===== src/rtl/operand_regfile.sv =====
// Operand register file: one write port, two registered read ports, optional
// write-to-read forwarding and an optional hard-wired zero entry.
module operand_regfile #(
   parameter int DATA_W    = 8,
   parameter int DEPTH     = 8,
   parameter int ADDR_W    = $clog2(DEPTH),
   parameter int BYPASS    = 1,
   parameter int ZERO_REG0 = 0
) (
   input  logic              clk,
   input  logic              rst_n,
   input  logic              src1_en,
   input  logic [ADDR_W-1:0] src1_addr,
   output logic [DATA_W-1:0] src1_value,
   output logic              src1_valid,
   input  logic              src2_en,
   input  logic [ADDR_W-1:0] src2_addr,
   output logic [DATA_W-1:0] src2_value,
   output logic              src2_valid,
   input  logic              wr_en,
   input  logic [ADDR_W-1:0] wr_addr,
   input  logic [DATA_W-1:0] wr_data
);

   // One extra bit so that DEPTH itself fits when DEPTH is a power of two.
   localparam logic [ADDR_W:0] DEPTH_X = (ADDR_W + 1)'(DEPTH);

   logic [DATA_W-1:0] mem [DEPTH];
   logic              wr_legal;
   logic [DATA_W-1:0] rd1;
   logic [DATA_W-1:0] rd2;

   function automatic logic in_range(input logic [ADDR_W-1:0] a);
      return ({1'b0, a} < DEPTH_X);
   endfunction

   function automatic logic is_zero_reg(input logic [ADDR_W-1:0] a);
      return (ZERO_REG0 != 0) && (a == '0);
   endfunction

   // Priority: zero entry, out-of-range, forwarded write, stored contents.
   function automatic logic [DATA_W-1:0] resolve(input logic [ADDR_W-1:0] a);
      logic [DATA_W-1:0] r;
      r = '0;
      if (is_zero_reg(a)) begin
         r = '0;
      end else if (!in_range(a)) begin
         r = '0;
      end else if ((BYPASS != 0) && wr_en && (wr_addr == a)) begin
         r = wr_data;
      end else begin
         for (int i = 0; i < DEPTH; i++) begin
            if (a == ADDR_W'(i)) r = mem[i];
         end
      end
      return r;
   endfunction

   always_comb begin
      wr_legal = wr_en && in_range(wr_addr) && !is_zero_reg(wr_addr);
   end

   always_comb begin
      rd1 = resolve(src1_addr);
   end

   always_comb begin
      rd2 = resolve(src2_addr);
   end

   // Flop-based storage so that reset clears every entry.
   always_ff @(posedge clk or negedge rst_n) begin
      if (!rst_n) begin
         for (int i = 0; i < DEPTH; i++) mem[i] <= '0;
      end else if (wr_legal) begin
         for (int i = 0; i < DEPTH; i++) begin
            if (wr_addr == ADDR_W'(i)) mem[i] <= wr_data;
         end
      end
   end

   always_ff @(posedge clk or negedge rst_n) begin
      if (!rst_n) begin
         src1_value <= '0;
         src1_valid <= 1'b0;
      end else begin
         src1_valid <= src1_en;
         if (src1_en) src1_value <= rd1;
      end
   end

   always_ff @(posedge clk or negedge rst_n) begin
      if (!rst_n) begin
         src2_value <= '0;
         src2_valid <= 1'b0;
      end else begin
         src2_valid <= src2_en;
         if (src2_en) src2_value <= rd2;
      end
   end

endmodule


===== config.mk =====
export PLATFORM = sky130hd
export DESIGN_NAME = operand_regfile
export DESIGN_NICKNAME = d
export VERILOG_FILES = /design/src/rtl/operand_regfile.sv
export SDC_FILE = /design/constraint.sdc
export NUM_CORES = 1
export LEC_CHECK = 0
export CORE_MARGIN = 2
export CORE_UTILIZATION = 52
export DETAILED_ROUTE_END_ITERATION = 12
export PLACE_DENSITY_LB_ADDON = 0.12
export SLEW_MARGIN = 20
export SYNTH_ARGS = -nofsm -noshare
export SYNTH_HDL_FRONTEND = slang
export SYNTH_SLANG_ARGS = --single-unit

===== constraint.sdc =====
create_clock -name clk -period 1.8 [get_ports clk]
set_clock_uncertainty 0.1 [all_clocks]
set_input_delay 0.54 -clock clk [delete_from_list [all_inputs] [get_ports clk]]
set_output_delay 0.54 -clock clk [all_outputs]
set_load 0.02 [all_outputs]

-- After elaboration in Yosys (flattened, before gate mapping)
Cells that the tools add are included.
- flip-flop bits (word level): 82
- input bits: 22
- output and inout bits: 18
- logic and storage cells: 66
- eq/ne operators: 23
- multiplexer cells: 18
- reductions and logical operators: 13
- operators with widths (kind ; count):
    8-bit 2-to-1 mux ; 18
    3-bit equality test, second input constant ; 12
    3-bit by 2-bit equality test with 1-bit output, second input constant ; 6
    2-bit AND reduction ; 8
    3-bit by 1-bit equality test with 1-bit output, second input constant ; 3
    3-bit logical NOT ; 3
    3-bit equality test ; 2
    1-bit logical AND ; 2

-- Longest topological paths before layout
- depth after elaboration: 10
- gate-level depth with buffers: 8

-- Worst setup path after synthesis
OpenSTA, ideal clock, no wires.
- path kind: input -> register
- start point: in src1_addr[0]
- end point: reg src1_value[7]
- setup time: 126 ps
- arrival time: 1742 ps
- data required time: 1574 ps
- path slack: -167 ps
- stages: 5
- path buffers: 2
- cells stage by stage: buf_2 buf_2 mux4_2 a211oi_1 o2bb2ai_1
- cells in the longest elaborated chain, start to end: 10
- elaborated cells between the ends (all ways): 19
- classes of those cells: eq/ne: 8; mux: 9; reduce/logical: 2
- ends and longest elaborated chain (element ; RTL line ; RTL):
    from (decl) ; 13 ; input logic [ADDR_W-1:0] src1_addr,
    3-bit logical NOT ; 53 ; if (a == ADDR_W'(i)) r = mem[i];
    8-bit 2-to-1 mux (8 in series) ; 53 ;
    8-bit 2-to-1 mux (*) ; 49 ; end else if ((BYPASS != 0) && wr_en && (wr_addr == a)) begin
    to (signal assigned) ; 88 ; if (src1_en) src1_value <= rd1;
    to (decl) ; 14 ; output logic [DATA_W-1:0] src1_value,
Mark *: on every way between the ends. The rest lies on a longest branch, timed or not.
A chain may end at the register's enable or synchronous reset.

-- Worst setup path in the final report
- start point: in src1_addr[1]
- end point: reg src1_value[3]
The elaborated chain is that of the path after synthesis.

==> impl_metrics.json <==
{
  "outcome": "finished clean",
  "core-area_um2": 8260,
  "cp-start-kind": "input pin",
  "ys_warn_count": 0,
  "worst_pin_slew_ns": 0.362,
  "end_kind": "register",
  "grt_overflow_total": 0,
  "worstPathArrival_ns": 1.93,
  "cap_violations": 0,
  "min_period_ns": 1.79,
  "drt-total-wl_um": 12000,
  "switching_share_pct": 29.8,
  "nets": 468,
  "timing.fmax_mhz": 560,
  "grt.total_usage_pct": 28.3,
  "setup_viol": 0,
  "ctsLongestPathBuffers": 2,
  "num_rows": 33,
  "async_flop_share_pct": 100,
  "vias_per_cell": 6.11,
  "rsz0062_at_grt": "yes",
  "pwr-share-comb_pct": 27.0,
  "vias": 3392,
  "initial_core_util_pct": 53.9,
  "switchingPower_mw": 1.64,
  "wire_per_inst_um": 21.7,
  "ys_seq_area_share_pct": 46.1,
  "cts_tree": "done",
  "fillers": 624,
  "worst_hold_slack_ns": 0.0342,
  "holdBufCountCts": 0,
  "avgSynthCellArea_um2": 12.2,
  "drc": 0,
  "worst-path-buf-inv": 2,
  "crit_chain": "clkdlybuf4s15_2 > bufbuf_16 > mux4_2 > a211oi_1 > o2bb2ai_1",
  "synth_edf_count": 0,
  "finalPower_mw": 5.49,
  "path_delay_family": "buffers and inverters",
  "antenna_cells": 0,
  "p_int_mw": 3.85,
  "max_stage_delay_ns": 0.50,
  "synthCells": 365,
  "tns_ns": 0,
  "use_met1_pct": 38.3,
  "power_density_nw_per_um2": 953,
  "first_iter_violations": 162,
  "io_buffers": 39,
  "p_seq_share_pct": 46.3,
  "irDropWorstVdd_mv": 0.526,
  "synth_cell_types": 50,
  "place_area_um2": 5370,
  "clkTransAtPathRegs_ns": 0.09,
  "fin_crit_sh_pct": 99.2,
  "ys_seq_elements": 82,
  "hpwl_um": 8170,
  "antenna_found_initial": 0,
  "area_delta_synth_final_pct": 29.5,
  "finalInstanceArea_um2": 5760,
  "syn_area_um2": 4450,
  "die-width_um": 96.5,
  "root_buffer": "clkbuf_8",
  "syn_nets": 387,
  "ant_nets": 0,
  "crit_path_max_fanout": 6,
  "finalMaxSlewViolations": 0,
  "dr.pass1.iters": 4,
  "met2_usage_pct": 44.8,
  "hp-class": "in -> async",
  "num_io_pins": 40,
  "die_area_um2": 9310,
  "ys.flop_type": "dfrtp_1",
  "grt_pass1_wl_um": 19100,
  "p_leak_nw": 2.50,
  "maxSlewHeadroom_pct": 75.8,
  "fin_ws_ns": 0.0142,
  "ff_latch_area_um2": 2050,
  "grt_max_degree": 47,
  "drive_gt1_share_pct": 41.1,
  "path_class": "in -> reg",
  "slowest_stage": "mux4_2",
  "multiInputGateArea_um2": 2270,
  "place.gp.congestion": 0.869,
  "cts_buffers": 9,
  "cts_sinks": 82,
  "busiest_layer": "met2",
  "pre_cts_ws_ns": -0.751,
  "die_height_um": 96.5,
  "worstPathRequired_ns": 1.95,
  "ctsHtreeMaxLevel": 3,
  "hold_viol": 0,
  "use_met3_pct": 7.53,
  "clkPwrFrac_pct": 26.7,
  "first_global_vias": 3506,
  "insertion_delay_ns": 0.37
}
## layout make-up
cell class	instances	share of cell area, %
Timing Repair Buffer	102	18.3
Tap cell	105	2.28
Clock buffer	10	2.22
Sequential cell	82	35.6
Inverter	11	0.717
Multi-Input combinational cell	240	39.5
Clock inverter	5	1.37
## power groups by stage
stage               logic (mW)  registers, mW  clock network (mW)
finish                    1.48           2.54                1.47
global route              1.61           2.59                1.56
CTS                       1.46           2.54                1.49
detailed placement        1.47           2.57                   0
global placement          1.42           2.56                   0
floorplan                0.879           2.56                   0
## cell families after synthesis
logic type	Yosys count	synth area share (%)
compound gates	71	11.0
mux	97	28.4
simple gates	66	8.66
buf+inv	43	4.64
xor+xnor	6	1.18
flops	82	46.1
## cell usage after synthesis (all sizes together), types with 2 or more instances
| master | instances | share of area (%) |
|---|---|---|
| nor3 | 3 | 0.56 |
| o2111ai | 3 | 0.59 |
| nor3b | 3 | 0.73 |
| or2 | 3 | 0.42 |
| inv | 10 | 0.84 |
| nor2b | 5 | 0.70 |
| buf | 22 | 2.8 |
| nor2 | 14 | 1.2 |
| mux2i | 16 | 3.6 |
| o221ai | 3 | 0.59 |
| clkbuf | 10 | 0.87 |
| dfrtp | 82 | 46 |
| o21ai | 28 | 3.2 |
| xor2 | 2 | 0.39 |
| mux2 | 64 | 16 |
| o2bb2ai | 6 | 1.2 |
| o21bai | 2 | 0.34 |
| nand2 | 15 | 1.3 |
| nand4 | 4 | 0.56 |
| nand2b | 6 | 1.0 |
| a211oi | 6 | 1.0 |
| a221oi | 4 | 0.79 |
| nand4b | 5 | 0.98 |
| and3 | 3 | 0.42 |
| xnor2 | 4 | 0.79 |
| mux4 | 17 | 8.6 |
| o32ai | 2 | 0.39 |
| nand3b | 2 | 0.34 |
| o221a | 2 | 0.51 |
| a21oi | 5 | 0.56 |
| o211ai | 5 | 0.84 |
| nand3 | 2 | 0.34 |
## flip-flops by register name (all words and copies together) (netlist names)
register    flops
mem            64
src1_value      8
src2_value      8
src1_valid      1
src2_valid      1
## final timing paths
check / start / end / slack, ns / cells after the start
worst max-delay path: src1_addr[1] / src1_value[3] / 0.01 / 5
worst min-delay path: rst_n / src2_value[7] / 0.03 / 2
worst max register to register: mem[62] / src1_value[6] / 0.02 / 5
worst min register to register: src1_value[4] / src1_value[4] / 0.38 / 1
max in group asynchronous: rst_n / mem[33] / 1.31 / 2
min in group clk: src1_value[4] / src1_value[4] / 0.38 / 1
## through the flow
stage                     utilization [%]  std cells
after floorplan                         -        365
after global placement               65.1        530
after detailed placement             65.1        530
after CTS                            69.1        553
after global routing                 69.7        555
final                                69.7        555
## per-layer routing
metal | up-vias | routed length, um
met5 | - | 0
met2 | 101 | 5740
met1 | 1740 | 5350
li1 | 1529 | -
met3 | 22 | 666
met4 | 0 | 271
## cell usage in the layout, fill, tap and decap left out, types with 6 or more instances in the layout
| cell | n |
|---|---|
| mux2i_1 | 16 |
| inv_1 | 10 |
| o21ai_0 | 25 |
| clkbuf_8 | 9 |
| nand2_1 | 14 |
| buf_12 | 12 |
| clkdlybuf4s50_1 | 10 |
| o2bb2ai_1 | 6 |
| dlygate4sd2_1 | 23 |
| mux4_2 | 17 |
| dfrtp_1 | 82 |
| mux2_2 | 64 |
| buf_4 | 46 |
| nor2_1 | 13 |
## timing repair
action / CTS / global route
endpoints found under the setup margin: 79 / 16
pin swaps: 6 / 6
buffers inserted: 5 / 2
resized for setup: 43 / 14
gates cloned: 3 / 0
Note: power is estimated with default switching activity, not from simulation.
==> edit, RTL diff (config.mk and constraints unchanged) <==
Add an input register stage for `src1_en`, `src1_addr`, `src2_en` and `src2_addr`, without a reset; this delays them by one clock. The other inputs are not delayed to match.
--- a/src/rtl/operand_regfile.sv
+++ b/src/rtl/operand_regfile.sv
@@ -24,6 +24,18 @@
 
    // One extra bit so that DEPTH itself fits when DEPTH is a power of two.
    localparam logic [ADDR_W:0] DEPTH_X = (ADDR_W + 1)'(DEPTH);
+
+   logic src1_en_q;
+   logic [ADDR_W-1:0] src1_addr_q;
+   logic src2_en_q;
+   logic [ADDR_W-1:0] src2_addr_q;
+
+   always_ff @(posedge clk) begin
+      src1_en_q   <= src1_en;
+      src1_addr_q <= src1_addr;
+      src2_en_q   <= src2_en;
+      src2_addr_q <= src2_addr;
+   end
 
    logic [DATA_W-1:0] mem [DEPTH];
    logic              wr_legal;
@@ -61,11 +73,11 @@
    end
 
    always_comb begin
-      rd1 = resolve(src1_addr);
+      rd1 = resolve(src1_addr_q);
    end
 
    always_comb begin
-      rd2 = resolve(src2_addr);
+      rd2 = resolve(src2_addr_q);
    end
 
    // Flop-based storage so that reset clears every entry.
@@ -84,8 +96,8 @@
          src1_value <= '0;
          src1_valid <= 1'b0;
       end else begin
-         src1_valid <= src1_en;
-         if (src1_en) src1_value <= rd1;
+         src1_valid <= src1_en_q;
+         if (src1_en_q) src1_value <= rd1;
       end
    end
 
@@ -94,8 +106,8 @@
          src2_value <= '0;
          src2_valid <= 1'b0;
       end else begin
-         src2_valid <= src2_en;
-         if (src2_en) src2_value <= rd2;
+         src2_valid <= src2_en_q;
+         if (src2_en_q) src2_value <= rd2;
       end
    end
 
Function: changed (a bounded check fails within 4 cycles, from zero or initial values and one cycle with rst_n low).
==> edit against the original RTL <==
Count of clock-buffer cells in the layout rose by 1. Power fell by 3.1%. Die area rose by 1.8%. Non-clock buffer count fell by 24. Synthesized area rose by 1.9%. Critical path depth rose by 2. Sequential cell count rose by 8. Final area fell by 4.0%. Routed wire length fell by 10%. Via count fell by 6.5%. Setup slack improved by 0.031 ns. Register-to-register slack improved by 0.07 ns. First-iteration DRC count fell by 3.7%. Largest cell class is now registers.
==> edit: results <==
{
  "nNetsFinal": 455,
  "clock_area_frac": 0.0326,
  "crit_slowest_cell": "o41ai_4",
  "holdWs_ns": 0.380,
  "grt_pass1_vias": 3285,
  "async_flop_share": 0.911,
  "drtIter0Drc": 156,
  "inv_count": 10,
  "r2r_setup_slack_ns": 0.09,
  "reg2reg_depth": 5,
  "wire_per_inst_um": 19.8,
  "syn_nets": 389,
  "ir_drop_uv": 464,
  "gp_congestion": 0.872,
  "met1_usage": 0.374,
  "p_clk_w": 0.00131,
  "totalWireLength_um": 10800,
  "post_dp_cell_area_um2": 5280,
  "vias": 3173,
  "wl_met2_um": 4920,
  "grt_max_degree": 28,
  "ys_seq_area_frac": 0.488,
  "worst_pin_slew_ns": 0.410,
  "ys_top_cells_by_count": "dfrtp_1 (82), o21ai_0 (39), nand2_1 (36)",
  "nClkBuffers": 11,
  "multi_input_area_um2": 2200,
  "grt_use_met3": 0.0460,
  "cp_slowest_stage_delay_ns": 0.32,
  "grtUsageMet2": 0.364,
  "synth_cells": 367,
  "power.share.combinational": 0.249,
  "fillers": 675,
  "die_area_um2": 9480,
  "met1_length_um": 5250,
  "num-multi-input-gates": 244,
  "yosysUniqueCellTypes": 38,
  "buf_share": 0.137,
  "preCtsSetupSlack_ns": -0.577,
  "switchingPower_w": 0.00168,
  "min_from": "src1_en_q",
  "dpl.hpwl_um": 7890,
  "cp.arrival_ns": 1.89,
  "min_path_type": "reg2reg",
  "layout-drive-gt1-share": 0.292,
  "wl_met3_um": 556,
  "reg2reg_from": "src2_addr_q[1]",
  "track_usage": 0.243,
  "n_all_buffers": 78,
  "n_antenna_cell": 0,
  "path_max_fanout": 10,
  "dp_cells": 526,
  "leakagePower_nw": 2.40,
  "r2r_end": "src2_value[7]",
  "status": "finished, final reports clean",
  "grt_pass1_wl_um": 18000,
  "register_area_um2": 2220,
  "netlist_top_cells_area": "dfrtp_1 (45%), mux2_2 (8.0%), mux4_2 (8.0%), mux2i_1 (7.1%), o21ai_0 (4.3%)",
  "ys.flop_type": "dfrtp_1",
  "area_growth_pct": 22.0,
  "synth-seq-cells": 90
}
edit: cells by family after synthesis:
| logic type | share of synthesized area |
|---|---|
| AND/OR/NAND/NOR | 0.0969 |
| buffers and inverters | 0.0420 |
| multiplexers | 0.230 |
| AO/OA/AOI/OAI | 0.124 |
| flip-flops | 0.488 |
| XOR/XNOR | 0.0191 |
edit: how the worst max path moves through the flow:
stage	to	startpoint	depth (start not counted)
after floorplan	src2_value[7]	wr_addr[2]	5
after global placement	src2_value[4]	wr_addr[1]	6
after detailed placement	src2_value[2]	wr_en	5
after CTS	src2_value[2]	src2_addr_q[1]	6
after global routing	src2_value[0]	wr_addr[0]	7
final	src2_value[7]	wr_addr[0]	7
edit: what timing repair did:
item                       4_1_cts  5_1_grt
hold buffers                     1        0
hold endpoints to repair         2        0
setup endpoints to repair       64       15
setup buffers                    3        1
pin swaps                        3        3
gates resized for setup         27       11
cloned                           0        0
